**config.mk**
```make
export PLATFORM = sky130hd
export DESIGN_NAME = serial_sub
export DESIGN_NICKNAME = d
export VERILOG_FILES = /design/src/rtl/serial_sub_pkg.sv /design/src/rtl/full_subtractor.sv /design/src/rtl/serial_sub.sv
export SDC_FILE = /design/constraint.sdc
export NUM_CORES = 1
export LEC_CHECK = 0
export ABC_AREA = 1
export BUFFER_PORTS_ARGS = -buffer_cell sky130_fd_sc_hd__buf_2
export CAP_MARGIN = 20
export CORE_ASPECT_RATIO = 1.2
export CORE_MARGIN = 4
export CORE_UTILIZATION = 56
export DETAILED_ROUTE_END_ITERATION = 8
export HOLD_SLACK_MARGIN = 0.02
export PLACE_DENSITY = 0.82
export SETUP_SLACK_MARGIN = 0.4
export SYNTH_ARGS = -nofsm -noshare
export SYNTH_HDL_FRONTEND = slang
export SYNTH_SLANG_ARGS = --single-unit
```
**constraint.sdc**
```tcl
create_clock -name clk -period 4.02 [get_ports clk]
set_clock_uncertainty 0.2 [all_clocks]
set_input_delay 0.201 -clock clk [delete_from_list [all_inputs] [get_ports clk]]
set_output_delay 0.201 -clock clk [all_outputs]
set_load 0.01 [all_outputs]
```
**src/rtl/serial_sub_pkg.sv**
```systemverilog
// Shared types and constants for the bit-serial subtractor.
package serial_sub_pkg;

    localparam int SERIAL_SUB_DEFAULT_N = 8;

    typedef enum logic [1:0] {
        IDLE = 2'd0,
        BUSY = 2'd1,
        DONE = 2'd2
    } state_t;

endpackage

```
**src/rtl/full_subtractor.sv**
```systemverilog
// One-bit full subtractor: d = x - y - bi, with borrow out bo.
module full_subtractor (
    input  logic x,
    input  logic y,
    input  logic bi,
    output logic d,
    output logic bo
);

    assign d  = x ^ y ^ bi;
    assign bo = (~x & y) | (~(x ^ y) & bi);

endmodule

```
**src/rtl/serial_sub.sv**
```systemverilog
// Bit-serial subtractor: captures a, b, bin, then produces a - b - bin
// one bit per clock, LSB first, behind a valid/ready handshake on each side.
module serial_sub
    import serial_sub_pkg::*;
#(
    parameter int N = SERIAL_SUB_DEFAULT_N
) (
    input  logic         clk,
    input  logic         rst_n,
    input  logic [N-1:0] a,
    input  logic [N-1:0] b,
    input  logic         bin,
    input  logic         in_valid,
    output logic         in_ready,
    output logic [N-1:0] diff,
    output logic         bout,
    output logic         ovf,
    output logic         out_valid,
    input  logic         out_ready
);

    localparam int            CW   = $clog2(N + 1);
    localparam logic [CW-1:0] LAST = CW'(N - 1);

    state_t        state, state_nx;
    logic [N-1:0]  a_sr, b_sr, diff_sr;
    logic [CW-1:0] cnt;
    logic          br;
    logic          ovf_q;
    logic          d_bit, bo_bit;

    full_subtractor u_fs (
        .x  (a_sr[0]),
        .y  (b_sr[0]),
        .bi (br),
        .d  (d_bit),
        .bo (bo_bit)
    );

    // NOTE: sequential state uses <= so every flop samples pre-edge values.
    always_ff @(posedge clk or negedge rst_n) begin
        if (!rst_n) state <= IDLE;
        else        state <= state_nx;
    end

    // NOTE: defaults first so no path through this block leaves a latch.
    always_comb begin
        state_nx  = state;
        in_ready  = 1'b0;
        out_valid = 1'b0;
        unique case (state)
            IDLE: begin
                in_ready = 1'b1;
                if (in_valid) state_nx = BUSY;
            end
            BUSY: if (cnt == LAST) state_nx = DONE;
            DONE: begin
                out_valid = 1'b1;
                if (out_ready) state_nx = IDLE;
            end
            default: state_nx = IDLE;
        endcase
    end

    // NOTE: the shift registers are reset too, so diff reads 0 during reset.
    always_ff @(posedge clk or negedge rst_n) begin
        if (!rst_n) begin
            a_sr    <= '0;
            b_sr    <= '0;
            diff_sr <= '0;
            cnt     <= '0;
            br      <= 1'b0;
            ovf_q   <= 1'b0;
        end else begin
            unique case (state)
                IDLE: if (in_valid) begin
                    a_sr <= a;
                    b_sr <= b;
                    br   <= bin;
                    cnt  <= '0;
                end
                BUSY: begin
                    a_sr    <= a_sr >> 1;
                    b_sr    <= b_sr >> 1;
                    diff_sr <= {d_bit, diff_sr[N-1:1]};
                    br      <= bo_bit;
                    cnt     <= cnt + 1'b1;
                    // On the MSB, br is the borrow in and bo_bit the borrow out.
                    if (cnt == LAST) ovf_q <= br ^ bo_bit;
                end
                default: ;
            endcase
        end
    end

    assign diff = diff_sr;
    assign bout = br;
    assign ovf  = ovf_q;

endmodule

```
==> Yosys cells after proc, flatten, opt, wreduce, memory -nomap -nowiden <==
Cells that the tools add are included.
{ "op_classes": {"n_bitwise": 8, "n_lt_le_gt_ge": 0, "n_addsub": 1, "multipliers": 0, "n_div": 0, "reduce_logical": 5, "mux": 14, "shift": 0, "eq_ne": 6} }
{ "ops": {"columns": ["operator", "count"], "rows": [
  ["case mux 8 bit (2 select lines)", 2],
  ["2-to-1 mux 8 bit", 2],
  ["case mux 4 bit (2 select lines)", 1],
  ["2-to-1 mux 2 bit", 3],
  ["!= test 2 bit (second input constant)", 3],
  ["case mux 2 bit (3 select lines)", 1],
  ["adder 4 x 1 -> 4 bit (second input constant)", 1],
  ["== test 4 x 3 -> 1 bit (second input constant)", 1],
  ["2-to-1 mux 4 bit", 1],
  ["AND reduction 2 bit", 2],
  ["2-to-1 mux 1 bit", 3],
  ["AND reduction 3 bit", 1],
  ["bitwise XOR 1 bit", 3],
  ["AND 1 bit", 2],
  ["== test 2 x 1 -> 1 bit (second input constant)", 1],
  ["== test 2 bit (second input constant)", 1],
  ["logical NOT 2 bit", 1],
  ["inverter 1 bit", 2],
  ["case mux 1 bit (2 select lines)", 1],
  ["nonzero test 2 bit", 1],
  ["OR 1 bit", 1]
]} }
{ "totals": {"ff_bits": 32, "latch_bits": 0, "romBits": 0, "ramBits": 0, "out_inout_bits": 12, "elab_cells": 41, "memories": 0, "inputBits": 21} }

==> Depth between registers and ports, before layout <==
Gate-level depths: netlist of run 1.
{ "logic_depth": {"depth_word": 5, "ltp_mapped": 7, "ltp_nobuf": 6} }

==> Cells and area by module <==
Synthesis of run 1 repeated with hierarchy kept, for this count alone.
{ "hier_totals": {"cells_unflattened": 169, "hier_area_um2": 1453.9} }
{ "by_module_without_submodules": {"columns": ["module", "area_each_um2", "seq_area_each_um2", "cells_per_inst", "instances"], "rows": [
  ["serial_sub", 1422.6, 800.8, 165, 1],
  ["full_subtractor", 31.3, 0.0, 4, 1]
]} }

==> Worst setup path before layout of run 1 <==
OpenSTA, ideal clock, no wires.
{ "synth_timing": {"path_type": "register to register", "startpoint": "register br, in the netlist bout", "endpoint": "register br, in the netlist bout", "arrival_ns": 1.217, "path_slack_ns": 2.534, "path_stages_with_launch": 5, "path_cell_list": "dfrtp_1 -> inv_1 -> fa_1 -> or2_2 -> nand3_1"} }
{ "synth_between": {"elab_chain_len": 3} }
{ "synth_lines": {"columns": ["element", "line_no", "source"], "rows": [
  ["from (decl)", "serial_sub.sv:28", "logic br;"],
  ["from (signal assigned)", "serial_sub.sv:79", "br <= bin;"],
  ["from (signal assigned)", "serial_sub.sv:86", "br <= bo_bit;"],
  ["AND 1 bit", "full_subtractor.sv:11", "assign bo = (~x & y) | (~(x ^ y) & bi);"],
  ["OR 1 bit", "full_subtractor.sv:11", null],
  ["case mux 1 bit (2 select lines)", "serial_sub.sv:75", "unique case (state)"]
]} }
No other way between the ends.
A chain may end at the register's enable or synchronous reset.

==> Worst setup path in the final report of run 1 <==
{ "layout_timing": {"startpoint": "register state[0]", "endpoint": "output port in_ready"} }
{ "layout_between": {"elab_chain_len": 2} }
{ "layout_lines": {"columns": ["element", "line_no", "source"], "rows": [
  ["from (decl)", "serial_sub.sv:25", "state_t state, state_nx;"],
  ["from (signal assigned)", "serial_sub.sv:43", "else state <= state_nx;"],
  ["logical NOT 2 bit", "serial_sub.sv:51", "unique case (state)"],
  ["2-to-1 mux 1 bit", "serial_sub.sv:51", null],
  ["to (decl)", "serial_sub.sv:14", "output logic in_ready,"]
]} }
No other way between the ends.

==> results of run 1 <==
==> synth_stat cells (all sizes together) <==
master,n
nand2,43
fa,1
nand4,1
o31ai,1
nor2,6
o21ai,9
dfrtp,32
clkbuf,3
nand3,54
or2,1
inv,8
ha,1
xnor2,1
buf,8
==> cell type report <==
| cell class | instances | area (um2) | share of cell area [%] |
|---|---|---|---|
| flip-flops and latches | 32 | 801 | 42.5 |
| multi-input cells | 118 | 566 | 30.0 |
| repair buffers | 51 | 350 | 18.6 |
| clock buffers | 7 | 65.1 | 3.46 |
| well taps | 33 | 41.3 | 2.19 |
| clock inverters | 1 | 30.0 | 1.59 |
| inverters | 8 | 30.0 | 1.59 |
==> metrics by stage <==
step           hold WS, ns  cells  utilization [%]  instance area, um2
2_1_floorplan       -0.295    169                -                1460
3_3_place_gp        0.0718    223             63.8                1600
3_5_place_dp        0.0913    223             63.8                1600
4_1_cts             0.0719    250             75.3                1880
5_1_grt             0.0687    250             75.3                1880
6_report            0.0882    250             75.3                1880
==> final timing paths <==
check / start / end / slack, ns / depth (start not counted)
setup / recovery: state[0] / in_ready / 2.13 / 2
hold / removal: in_valid / a_sr[1] / 0.09 / 3
setup reg to reg: state[1] / a_sr[7] / 2.15 / 6
hold reg to reg: diff[0] / diff[0] / 0.29 / 2
max in group asynchronous: rst_n / b_sr[2] / 2.94 / 2
min in group asynchronous: rst_n / cnt[0] / 0.23 / 2
==> layer usage <==
metal  track usage [%]  up-vias  part of all wire, %
met3              5.83        5                  4.0
met4              10.9        0                  1.4
met2              35.9       26                   55
met5                 0        -                    0
li1                  -      653                    -
met1              26.2      626                   40
==> flip-flops by register name, summed over array words and instances, names as in the netlist <==
register,flops
a_sr,8
b_sr,8
diff,8
cnt,4
state,2
bout,1
ovf,1
==> where the power goes <==
part           internal [W]  total [W]  switching (W)
sequential         0.000451   0.000543      0.0000917
clock              0.000165   0.000274       0.000109
combinational      0.000179   0.000478       0.000299
total              0.000795    0.00129       0.000499
==> cells by family after synthesis <==
group / after synthesis / synth area share [%]
XOR/XNOR: 1 / 0.601
AND/OR/NAND/NOR: 105 / 32.4
flip-flops: 32 / 54.9
AO/OA/AOI/OAI: 10 / 3.61
adder cells (fa/ha/maj): 2 / 2.23
buffers and inverters: 19 / 6.27
==> worst max-delay path, stage by stage, from the launching register on <==
cell,delay [ns]
dfrtp_1,0.43
nor2_2,0.48
buf_2,0.24
==> out/metrics.csv, run 1 <==
metric,value,unit
grt_use_total,22.2,%
nFillCells,195,
ant_nets,0,
clockBufferDepth,2,
netlist.area_leader.share,54.9,%
pin_count,33,
pre_cts_slack,2.16,ns
die_x,54.6,um
dr.pass1.iters,4,
synthesis.nets,192,
critPathCaptureType,primary output,
cts_resized,0,
drt-total-wl,3.19,mm
vias_per_cell,5.24,
yosysTopAreaCell,dfrtp_1,
cellLeakagePower,0.960,nW
start_util,58.2,%
finalCritPeriodShare,47.1,%
cts_tree,built,
hold_path.class,primary input to register,
antenna_found_initial,0,
portBuffers,32,
fin_setup_tns,0,ns
arrival,1.49,ns
p_per_area,688,mW/mm2
insertion_delay,0.33,ns
final_hold_viol_count,0,
clkTransAtPathRegs,0.10,ns
layout_commonest_cell,nand3_1,
ys_ff_latch,32,
layout_common_cells,"nand3_1 (54), nand2_1 (42), dfrtp_1 (32), buf_2 (32), dlygate4sd3_1 (19)",
maxSlewViolCount,0,
syn_area,0.00146,mm2
synth_cell_types,21,
setup_viol,0,
worst_pin_slew,0.721,ns
synth-seq-area-share,54.9,%
overflow,0,
htreeDepth,2,
die_h,63.9,um
diodes,0,
drc,0,
wl_per_cell,12.8,um
finalWorstSetupSlack,2.13,ns
synth_warnings,0,
grt_max_degree,34,
critPathMaxFanout,16,
syn_area_per_cell,8.63,um2
fmax,528,MHz
ys_top_cells_by_area,"dfrtp_1 (55%), nand3_1 (19%), nand2_1 (11%)",
required,3.62,ns
cts_setup_buffers,0,
status,completed,
cp-start-kind,register,
vias,1310,
gp_congestion,0.779,
power,0.00129,W
drt_iter0_drc,44,
numClockSinks,32,
vdd_drop_max,0.433,mV
drive_above_1_share,20.7,%
rows,20,
grt_pass1_vias,1339,
grt_pass1_wl,5.60,mm
period_needed,1.89,ns
cap_violations,0,
hpwl,2.07,mm
hold_buffers,19,
nets,239,
clock-root-buffer,clkbuf_4,
rsz0062_at_grt,false,
fp.dieArea,0.00349,mm2
crit_type,register to primary output,
synthCells,169,
area_growth_syn_to_layout,29.2,%
max-slew-margin-rel,51.8,%
cts_made_buffers,5,
core,0.00250,mm2
Power figures use the tool's default switching activity.
==> run 2: changes to the inputs <==
--- a/config.mk
+++ b/config.mk
@@ -10,10 +10,10 @@
 export CAP_MARGIN = 20
 export CORE_ASPECT_RATIO = 1.2
 export CORE_MARGIN = 4
-export CORE_UTILIZATION = 56
+export CORE_UTILIZATION = 52
 export DETAILED_ROUTE_END_ITERATION = 8
 export HOLD_SLACK_MARGIN = 0.02
-export PLACE_DENSITY = 0.82
+export PLACE_DENSITY = 0.77
 export SETUP_SLACK_MARGIN = 0.4
 export SYNTH_ARGS = -nofsm -noshare
 export SYNTH_HDL_FRONTEND = slang
==> constraint.sdc (replaced) <==
create_clock -name clk -period 1.92 [get_ports clk]
set_clock_uncertainty 0.2 [all_clocks]
set_input_delay 0.096 -clock clk [delete_from_list [all_inputs] [get_ports clk]]
set_output_delay 0.096 -clock clk [all_outputs]
set_load 0.01 [all_outputs]
==> out/metrics.csv, run 2 (synthesized netlist as in run 1, its figures left out) <==
metric,value,unit,change
maxSlewViolCount,0,,unchanged
reg2reg_slack,0.42,ns,was 2.15 ns
p_per_area,1420,mW/mm2,was 688 mW/mm2
r2r-end,bout,,was a_sr[7]
use_met1,24.1,%,was 26.2%
cap_violations,0,,unchanged
period_needed,1.50,ns,
hpwl,2.17,mm,was 2.07 mm
power_frac_seq,42.5,%,was 41.9%
use_met2,37.4,%,was 35.9%
switching_share,41.9,%,was 38.6%
clock-root-buffer,clkbuf_4,,unchanged
required,2.00,ns,was 3.62 ns
internal_power,0.00159,W,was 0.000795 W
cts_made_buffers,5,,unchanged
area_growth_syn_to_layout,32.3,%,was 29.2%
top_usage_layer,met2,,unchanged
drt-total-wl,3.73,mm,was 3.19 mm
setup_viol,0,,unchanged
clockBufferDepth,2,,unchanged
vdd_drop_max,1.08,mV,was 0.433 mV
grt_pass1_wl,6.05,mm,was 5.60 mm
globalRouteMet3Util,6.25,%,was 5.83%
combPwrFrac,42.3,%,was 36.9%
grt_use_total,21.4,%,was 22.2%
ant_nets,0,,unchanged
rr_startpoint,state[1],,unchanged
core,0.00260,mm2,was 0.00250 mm2
layout_commonest_cell,nand3_1,,unchanged
worst_pin_slew,0.712,ns,was 0.721 ns
overflow,0,,unchanged
critPathCaptureType,register,,was primary output
drive_above_1_share,23.3,%,was 20.7%
grt_max_degree,33,,was 34
arrival,1.58,ns,was 1.49 ns
max-slew-margin-rel,52.5,%,was 51.8%
critPathMaxFanout,18,,was 16
vias,1380,,was 1310
insertion_delay,0.35,ns,was 0.33 ns
layout_common_cells,"nand3_1 (54), nand2_1 (42), buf_2 (32), dfrtp_1 (31), dlygate4sd3_1 (20)",,"was nand3_1 (54), nand2_1 (42), dfrtp_1 (32), buf_2 (32), dlygate4sd3_1 (19)"
clkTransAtPathRegs,0.11,ns,was 0.10 ns
final_hold_viol_count,0,,unchanged
power.switching,0.00115,W,was 0.000499 W
reg2regPathDepth,5,,was 6
die_h,66.0,um,was 63.9 um
portBuffers,32,,unchanged
fin_setup_tns,0,ns,unchanged
drt_iter0_drc,73,,was 44
fmax,668,MHz,
cellLeakagePower,0.979,nW,was 0.960 nW
wl_per_cell,14.6,um,was 12.8 um
cts_tree,built,,unchanged
die_x,56.3,um,was 54.6 um
fin_util,74.1,%,was 75.3%
cp-start-kind,register,,unchanged
crit_start,state[1],,was state[0]
diodes,0,,unchanged
grt_pass1_vias,1343,,was 1339
rsz0062_at_grt,false,,unchanged
fp.dieArea,0.00372,mm2,was 0.00349 mm2
finalCritPeriodShare,77.9,%,
gp_congestion,0.749,,was 0.779
pin_count,33,,unchanged
rows,20,,unchanged
dr.pass1.iters,6,,was 4
drc,0,,unchanged
crit_type,register to register,,was register to primary output
htreeDepth,2,,unchanged
start_util,56.0,%,was 58.2%
vias_per_cell,5.39,,was 5.24
clkPwrFrac,15.2,%,was 21.2%
antenna_found_initial,0,,unchanged
nets,245,,was 239
hold_path.class,primary input to asynchronous set/reset pin,,was primary input to register
status,completed,,unchanged
numClockSinks,32,,unchanged
## run 2: area by class of cell
type	instances	area (um2)
Tap cell	33	41.3
Clock inverter	2	10.0
Timing Repair Buffer	57	402
Fill cell	194	674
Inverter	8	35.0
Sequential cell	32	802
Multi-Input combinational cell	118	587
Clock buffer	6	51.3
## run 2: worst max path at each step
| stage | to | depth (start not counted) |
|---|---|---|
| 3_3_place_gp | ovf | 6 |
| 6_report | bout | 5 |
| 3_5_place_dp | ovf | 6 |
| 5_1_grt | bout | 5 |
| 2_1_floorplan | bout | 4 |
| 4_1_cts | bout | 4 |
## run 2: critical path, cell delays in order (launching register included)
cell     delay (ns)
dfrtp_1        0.43
inv_2          0.15
nand2_8        0.12
buf_6          0.18
or2_2          0.28
nand3_1        0.07
## run 2: what timing repair did
item                                    in CTS  in global routing
pin swaps                                    1                  0
setup buffers                                1                  2
endpoints found under the setup margin      22                  5
resized for setup                            4                  4
hold endpoints to repair                    50                  0
hold buffers                                20                  0
## run 2: metrics by stage
stage               std cells  worst slack, ns  cell area, um2  hold slack, ns  total power [W]
global route              256            0.392            1930           0.170          0.00293
detailed placement        225            0.296            1610         -0.0100          0.00215
CTS                       254            0.410            1900           0.144          0.00264
finish                    256            0.423            1930           0.114          0.00273
floorplan                 169            0.434            1460          -0.400          0.00188
global placement          225            0.349            1610         -0.0315          0.00209
## run 2: metal layers
layer	wire length, um	vias up	part of all wire, %
li1	-	664	-
met1	1370	644	37
met5	0	-	0
met2	1960	60	53
met4	125	0	3.4
met3	268	12	7.2
## run 2: power groups by stage
stage	clock network, W	logic (W)	registers [W]
floorplan	0	0.000723	0.00115
global route	0.000451	0.00128	0.00120
CTS	0.000415	0.00108	0.00115
global placement	0	0.000950	0.00114
detailed placement	0	0.00101	0.00115
finish	0.000414	0.00116	0.00116
==> run 3: changes to the inputs <==
==> constraint.sdc (replaced) <==
create_clock -name clk -period 1.4 [get_ports clk]
set_clock_uncertainty 0.2 [all_clocks]
set_input_delay 0.07 -clock clk [delete_from_list [all_inputs] [get_ports clk]]
set_output_delay 0.07 -clock clk [all_outputs]
set_load 0.01 [all_outputs]
==> out/metrics.csv, run 3 (synthesized netlist as in run 1, its figures left out) <==
metric,value,unit,change
worst_pin_slew,0.406,ns,was 0.712 ns
insertion_delay,0.35,ns,about the same
r2r-end,ovf,,was bout
critPathMaxFanout,2,,was 18
instances_no_fill,273,,was 256
finalCritPeriodShare,103,%,was 77.9%
start_util,56.0,%,unchanged
dp_cells,232,,was 225
vias_per_cell,5.97,,was 5.39
cp-start-kind,register,,unchanged
ant_nets,0,,unchanged
fp.dieArea,0.00372,mm2,unchanged
setup_viol,5,,was 0
vias,1630,,was 1380
antenna_found_initial,0,,unchanged
hpwl,2.27,mm,was 2.17 mm
maxSlewViolCount,0,,unchanged
die_h,66.0,um,unchanged
drc,0,,unchanged
drive_above_1_share,44.2,%,was 23.3%
rsz0062_at_grt,true,,was false
clkTransAtPathRegs,0.11,ns,about the same
p_per_area,2220,mW/mm2,was 1420 mW/mm2
cts_tree,built,,unchanged
max-slew-margin-rel,72.9,%,was 52.5%
clock-root-buffer,clkbuf_4,,unchanged
grt_pass1_vias,1660,,was 1343
nets,263,,was 245
drt_iter0_drc,164,,was 73
numClockSinks,32,,unchanged
portBuffers,32,,unchanged
required,1.48,ns,was 2.00 ns
finalWorstSetupSlack,-0.0473,ns,was 0.423 ns
status,finished with violations,,was completed
nFillCells,99,,was 194
pin_count,33,,unchanged
cellLeakagePower,1.22,nW,was 0.979 nW
period_needed,1.45,ns,was 1.50 ns
wl_per_cell,19.9,um,was 14.6 um
vdd_drop_max,1.65,mV,was 1.08 mV
diodes,0,,unchanged
cap_violations,0,,unchanged
grt_max_degree,24,,was 33
hold_path.class,primary input to asynchronous set/reset pin,,unchanged
die_x,56.3,um,unchanged
violations,"negative hold slack, negative setup slack",,
crit_start,bout,,was state[1]
area_growth_syn_to_layout,63.2,%,was 32.3%
clockBufferDepth,2,,unchanged
drt-total-wl,5.43,mm,was 3.73 mm
layout_commonest_cell,nand3_1,,unchanged
layout_common_cells,"nand3_1 (43), dfrtp_1 (31), buf_2 (31), nand2_1 (24), dlygate4sd3_1 (19)",,"was nand3_1 (54), nand2_1 (42), buf_2 (32), dfrtp_1 (31), dlygate4sd3_1 (20)"
fin_util,91.4,%,was 74.1%
final_hold_viol_count,16,,was 0
critPathCapture,ovf,,was bout
reg2reg_slack,-0.05,ns,was 0.42 ns
grt_use_total,27.8,%,was 21.4%
fmax,691,MHz,was 668 MHz
cts_made_buffers,5,,unchanged
hold_buffers,19,,was 20
hold_ws,-0.0377,ns,was 0.114 ns
grt_pass1_wl,7.73,mm,was 6.05 mm
overflow,0,,unchanged
reg2regPathDepth,5,,unchanged
critPathCaptureType,register,,unchanged
rows,20,,unchanged
core,0.00260,mm2,unchanged
gp_congestion,0.792,,was 0.749
htreeDepth,2,,unchanged
arrival,1.53,ns,was 1.58 ns
dr.pass1.iters,4,,was 6
crit_type,register to register,,unchanged
rr_startpoint,bout,,was state[1]
==> run 3: changes by cell type in the layout (fill, tap and decap cells not counted), sizes merged <==
| cell | delta |
|---|---|
| clkinv | -2 |
| buf | +18 |
| clkbuf | +2 |
| dlygate4sd3 | -1 |
==> run 3: worst min-delay path by stage <==
stage,startpoint,end,slack (ns),cells past startpoint
after CTS,rst_n,diff[0],-0.02,2
after detailed placement,rst_n,diff[0],-0.19,1
after floorplan,rst_n,a_sr[0],-0.43,0
final,rst_n,diff[0],-0.04,2
after global routing,rst_n,diff[0],-0.004,2
after global placement,rst_n,diff[0],-0.19,1
==> run 3: per-stage QoR <==
| step | area (um2) | worst slack [ns] | power (W) | TNS (ns) |
|---|---|---|---|---|
| after floorplan | 1530 | -0.0141 | 0.00276 | -0.0155 |
| after global placement | 1740 | 0.0871 | 0.00314 | 0 |
| after detailed placement | 1740 | 0.0582 | 0.00324 | 0 |
| after CTS | 2230 | 0.0346 | 0.00460 | 0 |
| after global routing | 2380 | -0.110 | 0.00555 | -0.679 |
| final | 2380 | -0.0473 | 0.00528 | -0.0919 |
==> run 3: power by group <==
group	switching [W]	total (W)	internal (W)	leakage (nW)
clock	0.000343	0.000628	0.000285	0.0374
combinational	0.00157	0.00303	0.00146	0.774
sequential	0.000323	0.00162	0.00130	0.409
==> run 3: timing repair <==
| item | in CTS | in global routing |
|---|---|---|
| pin swaps | 6 | 7 |
| setup buffers | 9 | 2 |
| endpoints found under the setup margin | 44 | 44 |
| endpoints found under the hold margin | 54 | 16 |
| gates resized for setup | 26 | 28 |
| gates cloned | 3 | 1 |
==> run 3: metal layers <==
metal / up-vias / GRT usage [%] / routed length [um] / part of all wire, %
met5: - / 0 / 0 / 0
met4: 0 / 16.0 / 258 / 4.8
met3: 28 / 8.98 / 471 / 8.7
met2: 105 / 46.8 / 2690 / 49
met1: 793 / 30.7 / 2010 / 37
li1: 704 / - / - / -
==> run 3: critical path, stage by stage, from the launching register on <==
cell and delay [ns]:
dfrtp_1 0.38, inv_2 0.05, fa_2 0.39, xnor2_1 0.19
nand2_1 0.07, nand2_1 0.09
==> run 3: final cells by class <==
type / instances / area, um2 / share of cell area [%]
clock buffer: 7 / 65.1 / 2.74
timing repair buffer: 75 / 679 / 28.6
multi-input combinational: 118 / 753 / 31.7
tap: 33 / 41.3 / 1.74
inverter: 8 / 37.5 / 1.58
sequential: 32 / 802 / 33.7
